[src/rtl/gpio_pkg.sv]
// Shared write-mode codes and serial engine state encoding for the GPIO output port.
// Pure constants/types: no latency, no flow control.
package gpio_pkg;

    localparam logic [1:0] WM_ALL = 2'b00;
    localparam logic [1:0] WM_SET = 2'b01;
    localparam logic [1:0] WM_CLR = 2'b10;
    localparam logic [1:0] WM_TGL = 2'b11;

    typedef enum logic [1:0] {
        IDLE  = 2'd0,
        LOAD  = 2'd1,
        SHIFT = 2'd2,
        DONE  = 2'd3
    } p2s_state_t;

endpackage

[src/rtl/led_p2s_engine.sv]
// Serialises an LED snapshot onto led_clk/led_sout; frame = 2 + 2*CLK_DIV*LED_BITS cycles after req.
// No backpressure: requests arriving mid-frame collapse into a single pending frame.
module led_p2s_engine
    import gpio_pkg::*;
#(
    parameter int LED_BITS = 16,
    parameter int CLK_DIV  = 1,
    parameter int DIR      = 0
) (
    input  logic                clk,
    input  logic                rstn,
    input  logic                req,
    input  logic [LED_BITS-1:0] data,
    output logic                led_clk,
    output logic                led_sout,
    output logic                led_clrn,
    output logic                led_pen,
    output logic                busy,
    output logic                done
);

    localparam int CNT_W = (LED_BITS > 1) ? $clog2(LED_BITS) : 1;
    localparam int DIV_W = (CLK_DIV > 1) ? $clog2(CLK_DIV) : 1;
    localparam int HEAD  = (DIR != 0) ? 0 : LED_BITS - 1;
    localparam logic [CNT_W-1:0] CNT_LAST = CNT_W'(LED_BITS - 1);
    localparam logic [DIV_W-1:0] DIV_LAST = DIV_W'(CLK_DIV - 1);

    p2s_state_t          state;
    logic                pending;
    logic [CNT_W-1:0]    bit_cnt;
    logic [DIV_W-1:0]    div_cnt;
    logic [LED_BITS-1:0] sr;
    logic [LED_BITS-1:0] sr_nxt;

    // The bit on led_sout is always the head of sr; advancing shifts the next bit into the head.
    always_comb begin
        sr_nxt = (DIR != 0) ? (sr >> 1) : (sr << 1);
    end

    always_ff @(posedge clk) begin
        if (!rstn) begin
            state    <= IDLE;
            pending  <= 1'b1;
            led_clk  <= 1'b0;
            led_sout <= 1'b0;
            led_clrn <= 1'b0;
            led_pen  <= 1'b0;
            busy     <= 1'b0;
            done     <= 1'b0;
            bit_cnt  <= '0;
            div_cnt  <= '0;
            sr       <= '0;
        end else begin
            led_clrn <= 1'b1;
            done     <= 1'b0;
            case (state)
                IDLE: begin
                    led_pen <= 1'b1;
                    busy    <= 1'b0;
                    led_clk <= 1'b0;
                    if (req || pending) begin
                        state   <= LOAD;
                        busy    <= 1'b1;
                        led_pen <= 1'b0;
                    end
                end
                LOAD: begin
                    sr       <= data;
                    led_sout <= data[HEAD];
                    bit_cnt  <= '0;
                    div_cnt  <= '0;
                    led_clk  <= 1'b0;
                    pending  <= req;
                    state    <= SHIFT;
                end
                SHIFT: begin
                    if (req) pending <= 1'b1;
                    if (div_cnt == DIV_LAST) begin
                        div_cnt <= '0;
                        if (!led_clk) begin
                            led_clk <= 1'b1;
                        end else begin
                            led_clk <= 1'b0;
                            if (bit_cnt == CNT_LAST) begin
                                state    <= DONE;
                                done     <= 1'b1;
                                busy     <= 1'b0;
                                led_pen  <= 1'b1;
                                led_sout <= 1'b0;
                            end else begin
                                bit_cnt  <= bit_cnt + 1'b1;
                                sr       <= sr_nxt;
                                led_sout <= sr_nxt[HEAD];
                            end
                        end
                    end else begin
                        div_cnt <= div_cnt + 1'b1;
                    end
                end
                DONE: begin
                    if (req) pending <= 1'b1;
                    if (pending) begin
                        state   <= LOAD;
                        busy    <= 1'b1;
                        led_pen <= 1'b0;
                    end else begin
                        state <= IDLE;
                    end
                end
                default: state <= IDLE;
            endcase
        end
    end

endmodule

[src/rtl/gpio_p2s_port.sv]
// CPU GPIO output port: {aux, led, cnt} registers with set/clear/toggle on LED, plus serial LED refresh.
// Writes visible one cycle later; never stalls the CPU, frame requests queue one deep.
module gpio_p2s_port
    import gpio_pkg::*;
#(
    parameter int                LED_BITS     = 16,
    parameter int                CNT_BITS     = 2,
    parameter int                AUX_BITS     = 14,
    parameter logic [LED_BITS-1:0] RST_LED    = 16'h002A,
    parameter int                CLK_DIV      = 1,
    parameter int                DIR          = 0,
    parameter int                INVERT       = 1,
    parameter int                AUTO_REFRESH = 1,
    localparam int               DATA_W       = AUX_BITS + LED_BITS + CNT_BITS
) (
    input  logic                clk,
    input  logic                rstn,
    input  logic                EN,
    input  logic [1:0]          wr_mode,
    input  logic [DATA_W-1:0]   P_Data,
    input  logic                Start,
    output logic [CNT_BITS-1:0] counter_set,
    output logic [LED_BITS-1:0] LED_out,
    output logic [AUX_BITS-1:0] GPIOf0,
    output logic                led_clk,
    output logic                led_sout,
    output logic                led_clrn,
    output logic                LED_PEN,
    output logic                busy,
    output logic                done
);

    logic [LED_BITS-1:0] mask;
    logic [LED_BITS-1:0] snap;
    logic                req;

    assign mask = P_Data[CNT_BITS +: LED_BITS];
    assign req  = Start | (EN & (AUTO_REFRESH != 0));
    assign snap = (INVERT != 0) ? ~LED_out : LED_out;

    always_ff @(posedge clk) begin
        if (!rstn) begin
            LED_out     <= RST_LED;
            counter_set <= '0;
            GPIOf0      <= '0;
        end else if (EN) begin
            case (wr_mode)
                WM_ALL: begin
                    counter_set <= P_Data[CNT_BITS-1:0];
                    LED_out     <= mask;
                    GPIOf0      <= P_Data[DATA_W-1 -: AUX_BITS];
                end
                WM_SET:  LED_out <= LED_out | mask;
                WM_CLR:  LED_out <= LED_out & ~mask;
                default: LED_out <= LED_out ^ mask;
            endcase
        end
    end

    led_p2s_engine #(
        .LED_BITS (LED_BITS),
        .CLK_DIV  (CLK_DIV),
        .DIR      (DIR)
    ) u_engine (
        .clk      (clk),
        .rstn     (rstn),
        .req      (req),
        .data     (snap),
        .led_clk  (led_clk),
        .led_sout (led_sout),
        .led_clrn (led_clrn),
        .led_pen  (LED_PEN),
        .busy     (busy),
        .done     (done)
    );

endmodule
[config.mk]
export PLATFORM = sky130hd
export DESIGN_NAME = gpio_p2s_port
export DESIGN_NICKNAME = d
export VERILOG_FILES = /design/src/rtl/gpio_pkg.sv /design/src/rtl/led_p2s_engine.sv /design/src/rtl/gpio_p2s_port.sv
export SDC_FILE = /design/constraint.sdc
export NUM_CORES = 1
export LEC_CHECK = 0
export BUFFER_PORTS_ARGS = -buffer_cell sky130_fd_sc_hd__buf_2
export CAP_MARGIN = 40
export CORE_MARGIN = 1
export CORE_UTILIZATION = 55
export CTS_CLUSTER_SIZE = 16
export DETAILED_ROUTE_END_ITERATION = 10
export PLACE_DENSITY = 0.81
export RECOVER_POWER = 25
export SYNTH_ARGS = -nofsm -noshare
export SYNTH_HDL_FRONTEND = slang
export SYNTH_SLANG_ARGS = --single-unit
export TNS_END_PERCENT = 100
[constraint.sdc]
create_clock -name clk -period 2.15 [get_ports clk]
set_clock_uncertainty 0.15 [all_clocks]
set_input_delay 0.1075 -clock clk [delete_from_list [all_inputs] [get_ports clk]]
set_output_delay 0.1075 -clock clk [all_outputs]
set_load 0.1 [all_outputs]
# == Word level (Yosys, flattened, before mapping) ==
# Index checks and enable logic that the tools add are counted.
# totals
in_bits,38
regBits,61
# op_classes
n_mux,40
n_addsub,2
reduce_logical,17
n_bitwise,9
eq_ne,13
# op_table
op,n
$pmux 16 s3,1
$mux 15,3
$not 16->16,2
$pmux 15 s2,1
$mux 1,20
$and 16x16->16,1
$or 16x16->16,1
$xor 16x16->16,1
$mux 4,3
$ne 2x1->1 const B,5
$mux 2,4
$pmux 1 s2,4
$pmux 2 s4,1
$pmux 4 s2,1
$reduce_and 4->1,2
$eq 2x2->1 const B,3
$pmux 1 s3,2
$reduce_and 2->1,3
$reduce_bool 2->1,3
$reduce_and 5->1,1
$add 4x1->4 const B,1
$eq 2x1->1 const B,2
$eq 4x4->1 const B,1
$logic_not 2->1,2
other kinds (9),13

# == Longest topological paths before layout ==
# Gate-level depths: netlist (run 1).
# logic_depth
ltp_word,5
depth_mapped,7
ltp_nobuf,5

# == Modules after synthesis ==
# Synthesis (run 1) repeated with hierarchy kept, for this count alone.
# unflattened
cells_unflattened,397
hier_area_um2,3606.0
# by_module_without_submodules
module,cells_per_inst,area_each_um2,instances
gpio_p2s_port,236,2128.3,1
led_p2s_engine,161,1477.7,1

# == Worst setup path before layout (run 1) ==
# Ideal clock, no wire load.
# synth_timing
path_type,flip-flop to flip-flop
start,reg LED_out[15]
end,reg LED_out[15]
n_path_buf,0
t_arrival_ps,2045
setup_time_ps,117
required_ps,1883
setup_slack_ps,-162
path_stages_with_launch,5
cell_sequence,dfxtp_1 > inv_1 > ha_1 > mux4_2 > a22o_1
# synth_via
elab_chain_len,2
# synth_lines
element,line_no,source
"start, declared",gpio_p2s_port.sv:23,"output logic [LED_BITS-1:0] LED_out,"
"start signal, assigned",gpio_p2s_port.sv:50,LED_out <= mask;
"start signal, assigned",gpio_p2s_port.sv:53,WM_SET: LED_out <= LED_out | mask;
"start signal, assigned",gpio_p2s_port.sv:54,WM_CLR: LED_out <= LED_out & ~mask;
"$xor 16x16->16, or another cell as far along",gpio_p2s_port.sv:55,default: LED_out <= LED_out ^ mask;
$pmux 16 s3 (*),gpio_p2s_port.sv:47,case (wr_mode)
# Mark *: on every way between the ends. The rest lies on a longest branch, timed or not.
# A chain may end at the register's enable or synchronous reset.

# == Final worst setup path (run 1) ==
# layout_timing
start,reg u_engine.state[1]
end,reg u_engine.sr[13]
# layout_via
elab_chain_len,3
# layout_lines
element,line_no,source
"start, declared",led_p2s_engine.sv:28,p2s_state_t state;
"start signal, assigned",led_p2s_engine.sv:42,state <= IDLE;
"start signal, assigned",led_p2s_engine.sv:62,state <= LOAD;
"start signal, assigned",led_p2s_engine.sv:74,state <= SHIFT;
$eq 2x2->1 or $eq 2x1->1 (tied branches),led_p2s_engine.sv:56,case (state)
"$ne 2x1->1 (no line), or another cell as far along",-,
$reduce_and 4->1 (no line),-,
"end signal, assigned",led_p2s_engine.sv:68,sr <= data;
"end signal, assigned",led_p2s_engine.sv:92,sr <= sr_nxt;
"end, declared",led_p2s_engine.sv:32,logic [LED_BITS-1:0] sr;
# Several ways; a longest one is shown, not always the timed one.

==> run summary, run 1 <==
Internal reg-to-reg setup slack: 0.14 ns
Avg Inst Size Synth: 8.444 µm²
Hold depth: 4
Synth Area in Simple Gates: 15.41%
Remaining global-route overflow: 0
Drt pass-1 iters: 5
Drt wl/cell: 15.69 µm
Mux share of post-synthesis cell area: 7.795%
Crit end category: flop
Register area: 1209 µm²
RSZ-0062 raised after global routing: no
Max-capacitance violation count: 0
Synth Flop Type: dfxtp_1
Antenna violations before repair: 0
Largest family of logic cells by synthesized area: compound AO/OA/AOI/OAI gates
Worst-path fanout max: 16
Max rail drop VDD: 1.068 mV
Fmax: 498.2 MHz
Synth warn: 0
CTS tree: built
Post-synthesis xor/xnor area fraction: 0%
Critical path launch point type: flop
Number of port buffers: 75
HPWL Detailed: 5969 µm
Critical path required time: 2.24 ns
Inserted Clock Buffers: 9
Int Pwr: 0.002644 W
Worst-path clk slew: 0.07 ns
Hold path start: P_Data[10]
Ys async rst share: 0%
Syn_nets: 499
Clock network power share: 24.6%
WS Path Type: flop to flop
Routed WL: 9209 µm
Sum Neg Setup Slack: 0 ns
Max incr delay on CP: 0.49 ns
Starting Density: 58.46%
Core box area: 6096 µm²
Reg-to-reg endpoint: u_engine.sr[13]
Footprint of the multi-input gates: 2061 µm²
FF-to-FF path depth: 6
Worst setup margin: 0.1429 ns
Mapped cell area: 3563 µm²
Final setup violation count: 0
Die Area: 6805 µm²
Combinational power share: 42.4%
Leakage power: 1.953 nW
Fillers: 475
CTS HTree Levels: 3
Hold Path End: LED_out[8]
Pre-CTS setup slack: 0.09433 ns
Number of flops mapped to enable cells by yosys: 0
CTS root buf: clkbuf_8
Die Span Y: 82.49 µm
Hold Path Class: primary input to flop
Pin count of the biggest net entering global routing: 36
Area grow syn2layout: 22.19%
# rows: 28
Power per Cell Area: 1048 nW/µm²
Crit-path cells: inv_1 > ha_1 > nor2_2 > nor3_4 > buf_4 > a211oi_1
Worst reg2reg startpoint: u_engine.state[1]
Vias/cell: 5.959
First-pass GRT wire length: 14,790 µm
Total GRT Usage: 28.81%
Final RePlAce weighted congestion: 0.8698
Minimum clock period: 2.007 ns
Arr. time, crit path: 2.09 ns
Cells after Synth: 422
Seq pwr share: 33.0%
NetSw: 0.001919 W
ANT cells: 0
Post-route ant nets: 0
IO Pins: 76
Most frequent cells in the layout: dfxtp_1 (54), nand2_1 (54), buf_2 (52)
Number of global-route vias before repair: 3,180
Slowest CP cell: dfxtp_1
Setup Fix Bufs, Post-CTS: 0
Period Utilization, post-route: 93.35%
Total Nets Final: 584
Via count: 3,498
Clk_lat worst skew: 0.33 ns
Iter 0 DRT Violations: 330
Adder-cell share of the synthesized area: 13.69%
Slew headroom: 21.18%
Slew Viols, Final: 0
Die span in x: 82.49 µm
Compound-gate portion of the synthesized area: 20.86%
Tot Pwr: 0.004563 W
Slew @ Worst Pin: 1.187 ns
Remaining DRCs: 0
Ratio of cells with drive above 1 in the final layout: 21.48%
Sequential-to-total area share from yosys stat: 33.71%
Status: finished clean
CTS Sinks: 60
Sw frac: 42.06%
Cell variety after synth: 48
Post-synthesis register bit count: 60
Longest Clk Path Bufs: 2
Final Hold Vio Count: 0
## cell usage after synthesis (all sizes together), types with 5 or more instances
cell type / n / share of area [%]
a21oi: 36 / 5.1
clkbuf: 12 / 1.3
a211oi: 15 / 3.2
buf: 19 / 2.8
a22o: 5 / 1.2
nor2: 34 / 3.6
mux4: 6 / 3.8
o21ai: 9 / 1.3
nand2: 54 / 5.7
dfxtp: 60 / 34
mux2: 10 / 3.2
ha: 39 / 14
a31oi: 23 / 4.0
inv: 41 / 4.3
a211o: 11 / 2.7
## power by group through the flow
stage	registers (W)	clock network (W)	logic (W)
2_1_floorplan	0.00192	0	0.00107
5_1_grt	0.00153	0.00118	0.00210
3_5_place_dp	0.00151	0	0.00186
4_1_cts	0.00150	0.00112	0.00191
6_report	0.00151	0.00112	0.00194
3_3_place_gp	0.00150	0	0.00178
## state kept, by name, indices dropped and copies added (netlist names)
name,count
u_engine.state,2
u_engine.busy,1
u_engine.pending,1
u_engine.done,1
u_engine.led_pen,1
u_engine.led_clk,1
u_engine.led_clrn,1
counter_set,2
u_engine.sr,15
u_engine.led_sout,1
GPIOf0,14
u_engine.bit_cnt,4
LED_out,16
## worst max-delay path, delay by kind of cell, from the launching register on
family	cells	cell delay, ns
buf+inv	2	0.38
simple gates	2	0.37
flops	1	0.49
compound gates	1	0.23
fa+ha+maj	1	0.27
## layout make-up
cell class / count / area share (%)
Clock inverter: 5 / 1.724
Multi-Input combinational cell: 289 / 47.33
Clock buffer: 11 / 3.247
Timing Repair Buffer: 105 / 14.17
Inverter: 42 / 3.621
Tap cell: 75 / 2.155
Sequential cell: 60 / 27.76
## worst max path at each step
stage	from	end	slack [ns]	cells after the start
after floorplan	u_engine.led_clk	u_engine.bit_cnt[3]	0.02	4
after global placement	u_engine.state[1]	u_engine.sr[4]	0.25	6
after detailed placement	u_engine.state[1]	u_engine.sr[13]	0.09	6
after CTS	u_engine.state[1]	u_engine.sr[13]	0.04	6
after global routing	u_engine.state[1]	u_engine.sr[13]	0.007	6
final	u_engine.state[1]	u_engine.sr[13]	0.14	6
## repair_timing
| action | in CTS | in global routing |
|---|---|---|
| hold buffers | 18 | 0 |
| hold endpoints to repair | 18 | 0 |
| endpoints found under the setup margin | 0 | 17 |
| gates resized for setup | 0 | 2 |
## metal layers
layer,part of all wire [%],vias to the layer above,track usage [%]
li1,-,1647,-
met1,41,1649,37.00
met2,49,171,46.36
met3,6.9,31,6.813
met4,2.6,0,11.90
met5,0,-,0
## kinds of logic after synthesis
| group | Yosys count |
|---|---|
| flops | 60 |
| buf+inv | 73 |
| mux | 19 |
| compound gates | 114 |
| simple gates | 117 |
| fa+ha+maj | 39 |
## stage by stage
step                      util, %  cell area, µm²  std cells  hold WS [ns]
final                       71.43            4354        587       0.03169
after global routing        71.43            4354        587       0.03516
after CTS                   71.86            4380        587       0.03012
after detailed placement    65.35            3984        553        0.2046
after global placement      65.35            3984        553        0.1978
after floorplan                 -            3571        422      -0.01478
No activity file was read; power rests on OpenSTA's default activity.
==> inputs of run 2 (changes only) <==
CELL_PAD_IN_SITES_DETAIL_PLACEMENT = 0   (was unset)
CELL_PAD_IN_SITES_GLOBAL_PLACEMENT = 1   (was unset)
CORE_UTILIZATION = 41   (was 55)
PLACE_DENSITY = 0.82   (was 0.81)
==> run 2 against run 1 <==
  * Clock-buffer cell count shrank 1
  * Global-route usage shrank 9.2 points
  * Core utilization shrank 18 points
  * Critical endpoint is now u_engine.sr[2]
  * Final cell count grew 5.6%
  * Wire length shrank 7.3%
  * Largest power group unchanged
  * Worst hold slack lost 0.014 ns
  * Total power shrank 0.40%
  * Setup slack gained 0.046 ns
  * Non-clock buffer count grew 3
  * First-iteration DRC count shrank 50%
  * Cell area grew 1.7%
  * Critical path depth shrank 1
==> run summary, run 2 (synthesized netlist as in run 1, its figures left out) <==
Status: finished clean
Drt pass-1 iters: 4 (-1)
Critical path required time: 2.25 ns (about the same)
Iter 0 DRT Violations: 164 (-50%)
Int Pwr: 0.002655 W (+0.41%)
Period Utilization, post-route: 91.20% (-2.1 points)
Fillers: 806 (+70%)
Seq pwr share: 32.8% (-0.2 points)
Combinational power share: 41.8% (-0.6 points)
Most frequent cells in the layout: dfxtp_1 (54), nand2_1 (54), buf_2 (52)
Worst setup margin: 0.1891 ns (+0.04622 ns)
Die Area: 9068 µm² (+33%)
Footprint of the multi-input gates: 2061 µm² (unchanged)
Worst reg2reg startpoint: u_engine.state[1]
Remaining global-route overflow: 0 (unchanged)
Routed WL: 8537 µm (-7.3%)
Sum Neg Setup Slack: 0 ns (unchanged)
RSZ-0062 raised after global routing: no
Area grow syn2layout: 24.26%
Clk_lat worst skew: 0.35 ns (+0.02 ns)
Power per Cell Area: 1026 nW/µm² (-2.1%)
Pin count of the biggest net entering global routing: 35 (-2.8%)
Arr. time, crit path: 2.07 ns (-0.02 ns)
NetSw: 0.001890 W (-1.5%)
Final Hold Vio Count: 0 (unchanged)
Final RePlAce weighted congestion: 0.8266 (-5.0%)
Reg-to-reg endpoint: u_engine.sr[2]
Starting Density: 42.94% (-16 points)
Register area: 1209 µm² (unchanged)
Top Registers: LED_out (16), u_engine.sr (15), GPIOf0 (14)
Die Span Y: 95.23 µm (+15%)
Drt wl/cell: 13.77 µm (-12%)
Ratio of cells with drive above 1 in the final layout: 21.75% (+0.26 points)
Minimum clock period: 1.961 ns (-0.04622 ns)
End of the critical path: u_engine.sr[2]
WS Path Type: flop to flop
Leakage power: 1.955 nW (+0.10%)
Worst-path clk slew: 0.07 ns (about the same)
Longest Clk Path Bufs: 2 (unchanged)
Number of global-route vias before repair: 3,087 (-2.9%)
Clock network power share: 25.4% (+0.8 points)
Crit end category: flop
Critical path launch point type: flop
First-pass GRT wire length: 14,050 µm (-5.0%)
Final Cell Area: 4428 µm² (+1.7%)
CTS HTree Levels: 3 (unchanged)
Remaining DRCs: 0 (unchanged)
Core box area: 8299 µm² (+36%)
Max rail drop VDD: 0.4360 mV (-59%)
Largest register FFs: 16 (unchanged)
Total GRT Usage: 19.63% (-9.2 points)
Most flops, register: LED_out
Vias/cell: 5.271 (-12%)
CTS Sinks: 60 (unchanged)
Max-capacitance violation count: 0 (unchanged)
Via count: 3,268 (-6.6%)
Fmax: 510.0 MHz (+2.4%)
# rows: 33 (+18%)
Pre-CTS setup slack: 0.1204 ns (+0.02610 ns)
Antenna violations before repair: 0 (unchanged)
Hold Path Class: primary input to flop
Slew Viols, Final: 0 (unchanged)
IO Pins: 76 (unchanged)
Inserted Clock Buffers: 9 (unchanged)
Final setup violation count: 0 (unchanged)
FF-to-FF path depth: 5 (-1)
Area after DPL: 4029 µm² (+1.1%)
Slew headroom: 20.94% (-0.24 points)
Sw frac: 41.59% (-0.47 points)
Tot Pwr: 0.004545 W (-0.40%)
HPWL Detailed: 5717 µm (-4.2%)
Hold Slack: 0.01746 ns (-0.01422 ns)
Number of port buffers: 75 (unchanged)
CP startpoint: u_engine.state[1]
Die span in x: 95.23 µm (+15%)
Slew @ Worst Pin: 1.191 ns (+0.003588 ns)
ANT cells: 0 (unchanged)
CTS root buf: clkbuf_8
Internal reg-to-reg setup slack: 0.19 ns (+0.05 ns)
CTS tree: built
Hold depth: 4 (unchanged)
Post-route ant nets: 0 (unchanged)
Worst-path fanout max: 16 (unchanged)
Setup Fix Bufs, Post-CTS: 0 (unchanged)
Total Nets Final: 587 (+0.51%)
==> run 2: worst max-delay path, stage by stage (launching register included) <==
cell,delay [ns]
dfxtp_1,0.48
ha_1,0.34
nor2b_2,0.39
nor3_4,0.07
buf_4,0.21
a211oi_1,0.23
==> run 2: worst min-delay path by stage <==
stage                from           endpoint  slack [ns]
2_1_floorplan        rstn  u_engine.led_clrn       -0.01
3_3_place_gp   P_Data[24]          GPIOf0[6]        0.20
3_5_place_dp   P_Data[21]          GPIOf0[3]        0.20
4_1_cts         P_Data[6]         LED_out[4]       0.007
5_1_grt        P_Data[11]         LED_out[9]        0.03
6_report        P_Data[6]         LED_out[4]        0.02
==> run 2: cell type report <==
class                      count  share of cell area (%)
clock buffer                  10                   3.108
tap                          105                   2.967
inverter                      42                   3.560
clock inverter                 6                   1.978
sequential                    60                   27.30
timing repair buffer         108                   14.55
multi-input combinational    289                   46.54
==> run 2: timing repair <==
item,in CTS,in global routing
gates resized for setup,0,2
hold endpoints to repair,20,0
hold buffers,20,0
endpoints found under the setup margin,0,12
==> run 2: power by group through the flow <==
stage	Clock (W)	Sequential, W	Combinational, W
floorplan	0	0.00192	0.00107
global placement	0	0.00151	0.00182
detailed placement	0	0.00151	0.00186
CTS	0.00118	0.00149	0.00189
global route	0.00124	0.00152	0.00209
finish	0.00115	0.00149	0.00190
==> run 2: layer usage <==
layer	global-route usage (%)	part of all wire [%]	wire length [µm]
met1	24.44	47	4034
met4	4.798	0.97	83
met5	0	0	0
met2	32.74	47	4048
met3	6.220	4.3	371
==> run 2: per-stage QoR <==
stage	util, %	cells
5_1_grt	53.35	620
3_3_place_gp	48.55	584
3_5_place_dp	48.55	584
2_1_floorplan	-	422
4_1_cts	53.67	620
6_report	53.35	620
